===== src/rtl/y86_pkg.sv =====
// Constants and field widths shared by the Y86 pipeline registers (F/D/E/M/W).
package y86_pkg;

    localparam int unsigned DATA_W_DFLT = 64;
    localparam int unsigned REG_W_DFLT  = 4;
    localparam int unsigned STAT_W_DFLT = 3;
    localparam int unsigned CNT_W_DFLT  = 16;

    localparam logic [3:0]             INOP  = 4'h1;
    localparam logic [STAT_W_DFLT-1:0] SAOK  = 3'd1;
    // Wide all-ones constant; users slice it down to their register-ID width.
    localparam logic [31:0]            RNONE = '1;

    // Action a pipeline register takes on the next edge (reset handled separately).
    typedef enum logic [1:0] {
        CtlLoad,
        CtlHold,
        CtlBubble
    } ctl_e;

    // Bubble beats stall; stall beats a normal load.
    function automatic ctl_e ctl_decode(input logic stall, input logic bubble);
        if (bubble) begin
            return CtlBubble;
        end else if (stall) begin
            return CtlHold;
        end
        return CtlLoad;
    endfunction

endpackage


===== src/rtl/pipe_stage_reg_if.sv =====
// Decode-to-execute bundle: d_* fields in, registered E_* fields out.
interface pipe_stage_reg_if
    import y86_pkg::*;
#(
    parameter int unsigned DATA_W = DATA_W_DFLT,
    parameter int unsigned REG_W  = REG_W_DFLT,
    parameter int unsigned STAT_W = STAT_W_DFLT
);
    logic [STAT_W-1:0] d_stat;
    logic [3:0]        d_icode;
    logic [3:0]        d_ifun;
    logic [DATA_W-1:0] d_valC;
    logic [DATA_W-1:0] d_valA;
    logic [DATA_W-1:0] d_valB;
    logic [REG_W-1:0]  d_dstE;
    logic [REG_W-1:0]  d_dstM;
    logic [REG_W-1:0]  d_srcA;
    logic [REG_W-1:0]  d_srcB;

    logic [STAT_W-1:0] E_stat;
    logic [3:0]        E_icode;
    logic [3:0]        E_ifun;
    logic [DATA_W-1:0] E_valC;
    logic [DATA_W-1:0] E_valA;
    logic [DATA_W-1:0] E_valB;
    logic [REG_W-1:0]  E_dstE;
    logic [REG_W-1:0]  E_dstM;
    logic [REG_W-1:0]  E_srcA;
    logic [REG_W-1:0]  E_srcB;
    logic              E_valid;

    modport master (
        output d_stat, d_icode, d_ifun, d_valC, d_valA, d_valB, d_dstE, d_dstM, d_srcA, d_srcB,
        input  E_stat, E_icode, E_ifun, E_valC, E_valA, E_valB, E_dstE, E_dstM, E_srcA, E_srcB,
        input  E_valid
    );

    modport slave (
        input  d_stat, d_icode, d_ifun, d_valC, d_valA, d_valB, d_dstE, d_dstM, d_srcA, d_srcB,
        output E_stat, E_icode, E_ifun, E_valC, E_valA, E_valB, E_dstE, E_dstM, E_srcA, E_srcB,
        output E_valid
    );

endinterface


===== src/rtl/sat_counter.sv =====
// Saturating up-counter with synchronous active-low reset and synchronous clear.
module sat_counter #(
    parameter int unsigned CNT_W = 16
) (
    input  logic             clk,
    input  logic             rst_n,
    input  logic             clr,
    input  logic             inc,
    output logic [CNT_W-1:0] count
);

    localparam logic [CNT_W-1:0] MaxCnt = '1;

    logic [CNT_W-1:0] r_count;

    // Clear overrides a same-cycle increment; stick at the maximum instead of wrapping.
    always_ff @(posedge clk) begin
        if (!rst_n) begin
            r_count <= '0;
        end else if (clr) begin
            r_count <= '0;
        end else if (inc && (r_count != MaxCnt)) begin
            r_count <= r_count + CNT_W'(1);
        end
    end

    assign count = r_count;

endmodule


===== src/rtl/pipe_stage_reg.sv =====
// Decode/execute pipeline register with stall, bubble and event counters.
module pipe_stage_reg
    import y86_pkg::*;
#(
    parameter int unsigned DATA_W = DATA_W_DFLT,
    parameter int unsigned REG_W  = REG_W_DFLT,
    parameter int unsigned STAT_W = STAT_W_DFLT,
    parameter int unsigned CNT_W  = CNT_W_DFLT
) (
    input  logic             clk,
    input  logic             rst_n,
    input  logic             stall,
    input  logic             bubble,
    input  logic             clr_cnt,
    pipe_stage_reg_if.slave  bus,
    output logic [CNT_W-1:0] stall_cnt,
    output logic [CNT_W-1:0] bubble_cnt,
    output logic             ctl_err
);

    localparam logic [REG_W-1:0]  RegNone = RNONE[REG_W-1:0];
    localparam logic [STAT_W-1:0] StatOk  = STAT_W'(SAOK);

    ctl_e              w_ctl;
    logic [STAT_W-1:0] r_stat;
    logic [3:0]        r_icode;
    logic [3:0]        r_ifun;
    logic [DATA_W-1:0] r_valC;
    logic [DATA_W-1:0] r_valA;
    logic [DATA_W-1:0] r_valB;
    logic [REG_W-1:0]  r_dstE;
    logic [REG_W-1:0]  r_dstM;
    logic [REG_W-1:0]  r_srcA;
    logic [REG_W-1:0]  r_srcB;
    logic              r_valid;
    logic              r_ctl_err;

    assign w_ctl = ctl_decode(stall, bubble);

    // Reset and bubble both insert a nop; hold leaves every field untouched.
    always_ff @(posedge clk) begin
        if (!rst_n || (w_ctl == CtlBubble)) begin
            r_stat  <= StatOk;
            r_icode <= INOP;
            r_ifun  <= 4'h0;
            r_valC  <= '0;
            r_valA  <= '0;
            r_valB  <= '0;
            r_dstE  <= RegNone;
            r_dstM  <= RegNone;
            r_srcA  <= RegNone;
            r_srcB  <= RegNone;
            r_valid <= 1'b0;
        end else if (w_ctl == CtlLoad) begin
            r_stat  <= bus.d_stat;
            r_icode <= bus.d_icode;
            r_ifun  <= bus.d_ifun;
            r_valC  <= bus.d_valC;
            r_valA  <= bus.d_valA;
            r_valB  <= bus.d_valB;
            r_dstE  <= bus.d_dstE;
            r_dstM  <= bus.d_dstM;
            r_srcA  <= bus.d_srcA;
            r_srcB  <= bus.d_srcB;
            r_valid <= 1'b1;
        end
    end

    // Flag a conflicting stall+bubble request for exactly the following cycle.
    always_ff @(posedge clk) begin
        if (!rst_n) begin
            r_ctl_err <= 1'b0;
        end else begin
            r_ctl_err <= stall && bubble;
        end
    end

    sat_counter #(
        .CNT_W (CNT_W)
    ) u_stall_cnt (
        .clk   (clk),
        .rst_n (rst_n),
        .clr   (clr_cnt),
        .inc   (stall && !bubble),
        .count (stall_cnt)
    );

    sat_counter #(
        .CNT_W (CNT_W)
    ) u_bubble_cnt (
        .clk   (clk),
        .rst_n (rst_n),
        .clr   (clr_cnt),
        .inc   (bubble),
        .count (bubble_cnt)
    );

    assign bus.E_stat  = r_stat;
    assign bus.E_icode = r_icode;
    assign bus.E_ifun  = r_ifun;
    assign bus.E_valC  = r_valC;
    assign bus.E_valA  = r_valA;
    assign bus.E_valB  = r_valB;
    assign bus.E_dstE  = r_dstE;
    assign bus.E_dstM  = r_dstM;
    assign bus.E_srcA  = r_srcA;
    assign bus.E_srcB  = r_srcB;
    assign bus.E_valid = r_valid;
    assign ctl_err     = r_ctl_err;

endmodule


===== src/flat_wrapper.sv =====
// flat-port wrapper written by rule: the top's interface ports become plain ports
module pipe_stage_reg_flat import y86_pkg::*;
#(
    parameter int unsigned DATA_W = DATA_W_DFLT,
    parameter int unsigned REG_W  = REG_W_DFLT,
    parameter int unsigned STAT_W = STAT_W_DFLT,
    parameter int unsigned CNT_W  = CNT_W_DFLT
)
  (clk, rst_n, stall, bubble, clr_cnt, stall_cnt, bubble_cnt, ctl_err, bus_d_stat, bus_d_icode, bus_d_ifun, bus_d_valC, bus_d_valA, bus_d_valB, bus_d_dstE, bus_d_dstM, bus_d_srcA, bus_d_srcB, bus_E_stat, bus_E_icode, bus_E_ifun, bus_E_valC, bus_E_valA, bus_E_valB, bus_E_dstE, bus_E_dstM, bus_E_srcA, bus_E_srcB, bus_E_valid);
  pipe_stage_reg_if #(.DATA_W(DATA_W), .REG_W(REG_W), .STAT_W(STAT_W)) bus_i ();
  input  logic clk;
  input  logic rst_n;
  input  logic stall;
  input  logic bubble;
  input  logic clr_cnt;
  output logic [CNT_W-1:0] stall_cnt;
  output logic [CNT_W-1:0] bubble_cnt;
  output logic ctl_err;
  input wire logic [$bits(bus_i.d_stat)-1:0] bus_d_stat;
  input wire logic [$bits(bus_i.d_icode)-1:0] bus_d_icode;
  input wire logic [$bits(bus_i.d_ifun)-1:0] bus_d_ifun;
  input wire logic [$bits(bus_i.d_valC)-1:0] bus_d_valC;
  input wire logic [$bits(bus_i.d_valA)-1:0] bus_d_valA;
  input wire logic [$bits(bus_i.d_valB)-1:0] bus_d_valB;
  input wire logic [$bits(bus_i.d_dstE)-1:0] bus_d_dstE;
  input wire logic [$bits(bus_i.d_dstM)-1:0] bus_d_dstM;
  input wire logic [$bits(bus_i.d_srcA)-1:0] bus_d_srcA;
  input wire logic [$bits(bus_i.d_srcB)-1:0] bus_d_srcB;
  output wire logic [$bits(bus_i.E_stat)-1:0] bus_E_stat;
  output wire logic [$bits(bus_i.E_icode)-1:0] bus_E_icode;
  output wire logic [$bits(bus_i.E_ifun)-1:0] bus_E_ifun;
  output wire logic [$bits(bus_i.E_valC)-1:0] bus_E_valC;
  output wire logic [$bits(bus_i.E_valA)-1:0] bus_E_valA;
  output wire logic [$bits(bus_i.E_valB)-1:0] bus_E_valB;
  output wire logic [$bits(bus_i.E_dstE)-1:0] bus_E_dstE;
  output wire logic [$bits(bus_i.E_dstM)-1:0] bus_E_dstM;
  output wire logic [$bits(bus_i.E_srcA)-1:0] bus_E_srcA;
  output wire logic [$bits(bus_i.E_srcB)-1:0] bus_E_srcB;
  output wire logic [$bits(bus_i.E_valid)-1:0] bus_E_valid;
  assign bus_i.d_stat = bus_d_stat;
  assign bus_i.d_icode = bus_d_icode;
  assign bus_i.d_ifun = bus_d_ifun;
  assign bus_i.d_valC = bus_d_valC;
  assign bus_i.d_valA = bus_d_valA;
  assign bus_i.d_valB = bus_d_valB;
  assign bus_i.d_dstE = bus_d_dstE;
  assign bus_i.d_dstM = bus_d_dstM;
  assign bus_i.d_srcA = bus_d_srcA;
  assign bus_i.d_srcB = bus_d_srcB;
  assign bus_E_stat = bus_i.E_stat;
  assign bus_E_icode = bus_i.E_icode;
  assign bus_E_ifun = bus_i.E_ifun;
  assign bus_E_valC = bus_i.E_valC;
  assign bus_E_valA = bus_i.E_valA;
  assign bus_E_valB = bus_i.E_valB;
  assign bus_E_dstE = bus_i.E_dstE;
  assign bus_E_dstM = bus_i.E_dstM;
  assign bus_E_srcA = bus_i.E_srcA;
  assign bus_E_srcB = bus_i.E_srcB;
  assign bus_E_valid = bus_i.E_valid;
  pipe_stage_reg #(.DATA_W(DATA_W), .REG_W(REG_W), .STAT_W(STAT_W), .CNT_W(CNT_W)) u_core (.clk(clk), .rst_n(rst_n), .stall(stall), .bubble(bubble), .clr_cnt(clr_cnt), .bus(bus_i), .stall_cnt(stall_cnt), .bubble_cnt(bubble_cnt), .ctl_err(ctl_err));
endmodule

===== config.mk =====
export PLATFORM = sky130hd
export DESIGN_NAME = pipe_stage_reg_flat
export DESIGN_NICKNAME = d
export VERILOG_FILES = /design/src/rtl/y86_pkg.sv /design/src/rtl/pipe_stage_reg_if.sv /design/src/rtl/sat_counter.sv /design/src/rtl/pipe_stage_reg.sv /design/src/flat_wrapper.sv
export SDC_FILE = /design/constraint.sdc
export NUM_CORES = 1
export LEC_CHECK = 0
export ABC_AREA = 0
export BUFFER_PORTS_ARGS = -buffer_cell sky130_fd_sc_hd__buf_2
export CAP_MARGIN = 40
export CORE_AREA = 2 2 186 188
export DETAILED_ROUTE_END_ITERATION = 6
export DIE_AREA = 0 0 188 190
export MAX_ROUTING_LAYER = met4
export PLACE_DENSITY = 0.63
export SYNTH_ARGS = -nofsm -noshare
export SYNTH_HDL_FRONTEND = slang
export SYNTH_SLANG_ARGS = --single-unit
export TNS_END_PERCENT = 50

===== constraint.sdc =====
create_clock -name clk -period 2.3 [get_ports clk]
set_clock_uncertainty 0.15 [all_clocks]
set_input_delay 0.23 -clock clk [delete_from_list [all_inputs] [get_ports clk]]
set_output_delay 0.23 -clock clk [all_outputs]
set_load 0.05 [all_outputs]

==> results of run 1 <==
## power breakdown
| part | internal (mW) | switching [mW] |
|---|---|---|
| sequential | 4.51 | 0.0725 |
| combinational | 0.697 | 0.926 |
| clock | 2.53 | 1.77 |
| total | 7.74 | 2.77 |
## final timing paths
| check | startpoint | to | depth (start not counted) |
|---|---|---|---|
| setup / recovery | stall | u_core.bus.E_ifun[3] | 6 |
| hold / removal | rst_n | u_core.bus.E_srcA[1] | 4 |
| setup reg to reg | u_core.u_bubble_cnt.count[0] | u_core.u_bubble_cnt.count[14] | 5 |
| hold reg to reg | u_core.bus.E_valid | u_core.bus.E_valid | 2 |
## layout make-up
| type | instances | area share, % |
|---|---|---|
| Sequential cell | 253 | 32.9 |
| Inverter | 7 | 0.171 |
| Tap cell | 455 | 3.70 |
| Clock buffer | 43 | 5.58 |
| Multi-Input combinational cell | 594 | 25.9 |
| Timing Repair Buffer | 721 | 31.6 |
| Clock inverter | 4 | 0.130 |
## kinds of logic (layout without fill, tap and decap cells)
logic type,after synthesis,count (layout)
flip-flops,253,253
AO/OA/AOI/OAI,56,56
AND/OR/NAND/NOR,313,313
buffers and inverters,64,775
multiplexers,223,223
adder cells (fa/ha/maj),2,2
## layout by cell type (no fill, tap or decap), types with 2 or more instances in the layout
cell | Yosys | final
a211oi_1 | 3 | 3
a21oi_1 | 18 | 18
a31oi_1 | 4 | 4
a41oi_1 | 2 | 2
and3_1 | 4 | 4
buf_12 | 0 | 4
buf_2 | 21 | 475
buf_4 | 0 | 9
clkbuf_1 | 35 | 6
clkbuf_16 | 0 | 29
clkbuf_8 | 0 | 8
clkinv_2 | 0 | 4
dfxtp_1 | 253 | 253
dlygate4sd3_1 | 0 | 232
ha_1 | 2 | 2
inv_1 | 7 | 7
mux2i_1 | 223 | 223
nand2_1 | 32 | 31
nand2b_1 | 4 | 4
nand3_1 | 10 | 10
nand4_1 | 7 | 7
nor2_1 | 213 | 213
nor2b_1 | 4 | 4
nor3_1 | 10 | 10
nor4_1 | 2 | 2
nor4_2 | 2 | 2
o211ai_1 | 2 | 2
o21ai_0 | 11 | 11
o311ai_0 | 2 | 2
o31ai_1 | 7 | 7
o41ai_1 | 3 | 3
or2_2 | 2 | 2
or3_1 | 9 | 9
or4_1 | 4 | 4
## state kept, by name, indices dropped and copies added (netlist names)
register                   cells
u_core.bus.E_valC             64
u_core.u_bubble_cnt.count     16
u_core.bus.E_dstE              4
u_core.bus.E_valid             1
u_core.bus.E_icode             4
u_core.bus.E_stat              3
u_core.bus.E_valA             64
u_core.bus.E_srcA              4
u_core.bus.E_ifun              4
u_core.ctl_err                 1
u_core.bus.E_srcB              4
u_core.u_stall_cnt.count      16
u_core.bus.E_dstM              4
u_core.bus.E_valB             64
## stage by stage
| stage | power, mW | instances | hold slack [ns] | util (%) |
|---|---|---|---|---|
| 2_1_floorplan | 5.54 | 911 | 0.205 | - |
| 6_report | 10.5 | 2077 | 0.117 | 45.3 |
| 4_1_cts | 10.6 | 2077 | 0.0916 | 45.3 |
| 3_3_place_gp | 5.95 | 1798 | 0.281 | 35.9 |
| 5_1_grt | 10.9 | 2077 | 0.134 | 45.3 |
| 3_5_place_dp | 5.96 | 1798 | 0.287 | 35.9 |
## worst max-delay path, cell delays in order
cell and delay, ns:
dlygate4sd3_1 0.58, buf_8 0.14, buf_12 0.46, mux2i_1 0.30, nor2_1 0.07, dlygate4sd3_1 0.56
## what timing repair did
action / 4_1_cts / 5_1_grt
endpoints found under the hold margin: 228 / 0
setup endpoints to repair: 0 / 0
hold buffers: 232 / 0
## metal layers
layer	wire length, µm	up-vias	global-route usage (%)
met2	15800	345	29.6
met4	1160	0	7.51
met3	1790	91	3.10
met1	12800	4358	19.3
met5	0	-	-
li1	-	4511	-
==> impl_results.md, run 1 <==
- Status: completed
- FP Rows: 68
- Synth cell types: 43
- Synth top cells by count: dfxtp_1 (253), mux2i_1 (223), nor2_1 (213)
- Final antenna-violating net count: 0
- Total CTS buffers: 28
- DR WL/cell: 15.2 µm
- Main combinational cell family by area after synthesis: multiplexers
- Max_slew headroom: 38.4%
- Final setup margin: 0.208 ns
- First-pass GRT wire length: 48.8 mm
- DIE HEIGHT: 190 µm
- Pre-CTS setup slack: 0.274 ns
- Iteration-0 DRC Markers: 409
- Clock Tree Buf Depth: 3
- Startpoint type of the worst setup path: input port
- DIE AREA: 0.0357 mm²
- CP endpoint kind: flop
- Remaining DRCs: 0
- Post-Syn Instances: 911
- Yosys top cell area share: 54.4%
- Total grt overflow: 0
- Top Ports: 477
- Gr usage total: 17.1%
- Area Growth Syn to Fin: 65.2%
- Worst Path Arrival: 2.37 ns
- Post-Synth Simple-Gate Area: 14.7%
- DRT Pass-1 Iters: 6
- Max FO, Critical Path: 112
- Worst path required time: 2.57 ns
- Worst Tran Pin Value: 0.925 ns
- PD cells: 683 mW/mm²
- Vias in the first global route: 9,534
- # diodes: 0
- CTS root buf: clkbuf_16
- Seq cells post-synth: 253
- Core Region: 0.0339 mm²
- Leakage: 7.56 nW
- Synth area leaders: dfxtp_1 (54%), mux2i_1 (24%), nor2_1 (8.6%)
- Worst vdd ir: 0.000614 V
- Part of the cycle the worst path needs: 90.9%
- Most common cell in the netlist: dfxtp_1
- Mux contribution to synthesized area: 24.0%
- FF-to-FF setup slack: 0.28 ns
- Multi-input gate area: 0.00399 mm²
- Hold Crit Class: input port to flop
- Adder-Cell Fraction of Synth Area: 0.269%
- Avg Vias per Cell: 4.48
- Clk pin slew, worst setup/hold paths: 0.06 ns
- CTS sink count: 253
- Slew Viols, Final: 0
- H-tree depth: 1
- Final Hold Viols: 0
- Top FF cell, synth: dfxtp_1
- Initial Utilization: 27.4%
- Initial antenna violation count: 0
- Post-synthesis cell area: 0.00932 mm²
- # port buffers: 476
- Post-CTS setup buffers: 0
- FF+latch area: 0.00506 mm²
- Final setup viols: 0
- Largest net degree at the start of global routing: 113
- Via count: 9,305
- F_max: 0.478 GHz
- Compound-cell area share of the yosys netlist: 3.84%
- Max-Cap Viols: 0
- Largest area contributor in the netlist: dfxtp_1
- Final instance area: 0.0154 mm²
- Sequential-to-total area share from yosys stat: 54.4%
- Syn Area/Cell: 10.2 µm²
- Setup TNS: 0 ns
- Placer congestion estimate: 0.826
- Critical setup path kind: input port to flop
- Clk Latency, worst-skew pair: 0.54 ns
- Post-synth EDFFs: 0
- Synthesized Nets: 1,137
- Filler instances: 3,139
- Layout net count: 1,831
- Post-CTS resize count: 0
- HPWL after DPL: 20.3 mm
- Yosys warning count: 0
- CTS tree: built
- Die Wd: 188 µm
- Synth Area in XOR/XNOR: 0%
- Synth async-reset ratio: 0%
- RSZ-0062 raised after global routing: false
- Final min period: 2.09 ns
- Placed cell area: 0.0122 mm²
- Routed Wire Length: 31.5 mm
- Share of layout cells above drive strength 1: 33.1%
Note: power is estimated with default switching activity, not from simulation.
==> run 2, diff against run 1 <==
CORE_AREA = 2 2 184 186   (was 2 2 186 188)
DIE_AREA = 0 0 186 188   (was 0 0 188 190)
PLACE_DENSITY = 0.65   (was 0.63)
SYNTH_HIERARCHICAL = 1   (was unset)
==> impl_results.md, run 2 <==
- Hold Crit Class: input port to flop
- Post-synth EDFFs: 0
- RSZ-0062 raised after global routing: false
- Share of layout cells above drive strength 1: 33.5%
- Int Power: 7.71 mW
- Clk Latency, worst-skew pair: 0.53 ns
- Worst Path Arrival: 2.34 ns
- Max-Cap Viols: 0
- Initial Utilization: 29.3%
- Startpoint type of the worst setup path: input port
- DIE AREA: 0.0350 mm²
- F_max: 0.488 GHz
- Total CTS buffers: 27
- Most common cell after layout, fill and taps aside: buf_2
- H-tree depth: 1
- Final instance area: 0.0153 mm²
- Yosys top cell area share: 52.2%
- Vias in the first global route: 9,382
- Largest net degree at the start of global routing: 138
- Commonest non-fill, non-tap cells in the layout: buf_2 (475), dfxtp_1 (253), dlygate4sd3_1 (223), mux2i_1 (221), nor2_1 (221)
- M1 WL: 12.5 mm
- Worst path required time: 2.60 ns
- FF-to-FF setup slack: 0.49 ns
- Status: completed
- Hold slack: 0.0933 ns
- Final setup viols: 0
- CP endpoint kind: flop
- Synth cell types: 44
- Post-Syn Instances: 896
- Placed cell area: 0.0123 mm²
- Metal2 WL: 15.5 mm
- Worst vdd ir: 0.000472 V
- Clk network pwr share: 40.4%
- Switching part of the total: 26.0%
- Critical setup path kind: input port to flop
- Post-synthesis cell area: 0.00970 mm²
- DIE HEIGHT: 188 µm
- Via count: 9,183
- Seq cells post-synth: 253
- Most common cell in the netlist: dfxtp_1
- Yosys warning count: 6
- Post-CTS setup buffers: 0
- Synth async-reset ratio: 0%
- Post-layout power: 10.4 mW
- Synthesized Nets: 1,122
- DR WL/cell: 15.4 µm
- Routed met3 length: 2.47 mm
- CTS root buf: clkbuf_16
- Top Ports: 477
- Avg Vias per Cell: 4.49
- Syn Area/Cell: 10.8 µm²
- Final Hold Viols: 0
- Top FF cell, synth: dfxtp_1
- Clock Tree Buf Depth: 3
- Sequential-to-total area share from yosys stat: 52.2%
- DRT Pass-1 Iters: 5
- Initial antenna violation count: 1
- Iteration-0 DRC Markers: 401
- Setup TNS: 0 ns
- Comb power frac: 15.6%
- Max_slew headroom: 29.0%
- Total grt overflow: 0
- Routed Wire Length: 31.4 mm
- HPWL after DPL: 19.8 mm
- Synth top cells by count: dfxtp_1 (253), mux2i_1 (221), nor2_1 (221)
- CTS sink count: 253
- Part of the cycle the worst path needs: 89.0%
- Highest routing layer actually used: met4
- Switching power: 2.70 mW
- Area Growth Syn to Fin: 58.0%
- Layout net count: 1,805
- Final antenna-violating net count: 0
- Slew Viols, Final: 0
- Die Wd: 186 µm
- Max FO, Critical Path: 9
- Final min period: 2.05 ns
- Remaining DRCs: 0
- Core Region: 0.0331 mm²
- Leakage: 7.59 nW
- Worst Tran Pin Value: 1.06 ns
- CTS tree: built
- Synth area leaders: dfxtp_1 (52%), mux2i_1 (23%), nor2_1 (8.5%)
- Gr usage total: 17.1%
- Clk pin slew, worst setup/hold paths: 0.06 ns
- FP Rows: 67
- Largest area contributor in the netlist: dfxtp_1
- # port buffers: 476
- Placer congestion estimate: 0.893
- Sequential share of power: 44.0%
- PD cells: 679 mW/mm²
- First-pass GRT wire length: 47.2 mm
run 2: cell count changes in the layout (fill, tap and decap cells not counted), sizes merged, moves of 5 or more:
| cell | previous run | this run |
|---|---|---|
| a21oi | 18 | 9 |
| dlygate4sd3 | 232 | 223 |
| nor2 | 213 | 221 |
| buf | 489 | 482 |
| and4 | 0 | 6 |
| clkbuf | 43 | 37 |
| nor3 | 10 | 4 |
| xor2 | 0 | 6 |
| and2 | 1 | 6 |
| or3 | 9 | 4 |
run 2: per-stage QoR:
step / utilization, % / instances / worst slack (ns)
floorplan: - / 896 / 0.157
global placement: 37.0 / 1775 / 0.362
detailed placement: 37.0 / 1775 / 0.308
CTS: 46.3 / 2042 / 0.304
global route: 46.3 / 2043 / 0.169
finish: 46.3 / 2043 / 0.252
run 2: per-layer routing:
layer	up-vias	global-route usage, %
met5	-	-
met4	0	5.91
met3	75	3.83
met2	411	30.6
met1	4250	18.5
li1	4447	-
run 2: logic make-up after synthesis:
group / after synthesis / synth area share (%)
xor+xnor: 8 / 0.722
fa+ha+maj: 2 / 0.258
compound gates: 45 / 3.87
mux: 221 / 22.8
buf+inv: 56 / 5.44
flops: 253 / 52.2
simple gates: 311 / 14.7
run 2: path summary, 6_finish.rpt:
path / to / cells after the start / startpoint
worst min-delay path: u_core/u_stall_cnt/count[0] / 5 / stall
worst max-delay path: u_core/u_stall_cnt/count[13] / 7 / bubble
worst min register to register: u_core/bus.E_valid / 2 / u_core/bus.E_valid
worst max register to register: u_core/u_bubble_cnt/count[14] / 5 / u_core/u_bubble_cnt/count[0]
run 2: power groups by stage:
stage	Sequential, mW	Combinational [mW]	Clock, mW
6_report	4.58	1.62	4.21
5_1_grt	4.59	1.71	4.50
4_1_cts	4.58	1.60	4.33
3_5_place_dp	4.67	1.29	0
3_3_place_gp	4.67	1.28	0
2_1_floorplan	5.12	0.484	0
run 2: what timing repair did:
item	in CTS	in global routing
hold endpoints to repair	233	0
hold buffers	223	0
gates resized for setup	0	0
run 2: cell type report:
class                   instances  area [µm²]
diodes                          1        2.50
clock buffers                  37         723
clock inverters                 7         110
fillers                      2985       17800
inverters                       5        18.8
multi-input cells             587        4120
flip-flops and latches        253        5060
well taps                     448         561
repair buffers                705        4730
run 2: critical path: stages:
cell           delay (ns)
dlygate4sd3_1        0.54
buf_2                0.19
nor2b_1              0.29
and4_2               0.38
nand3_4              0.14
or4_1                0.42
a21oi_1              0.15
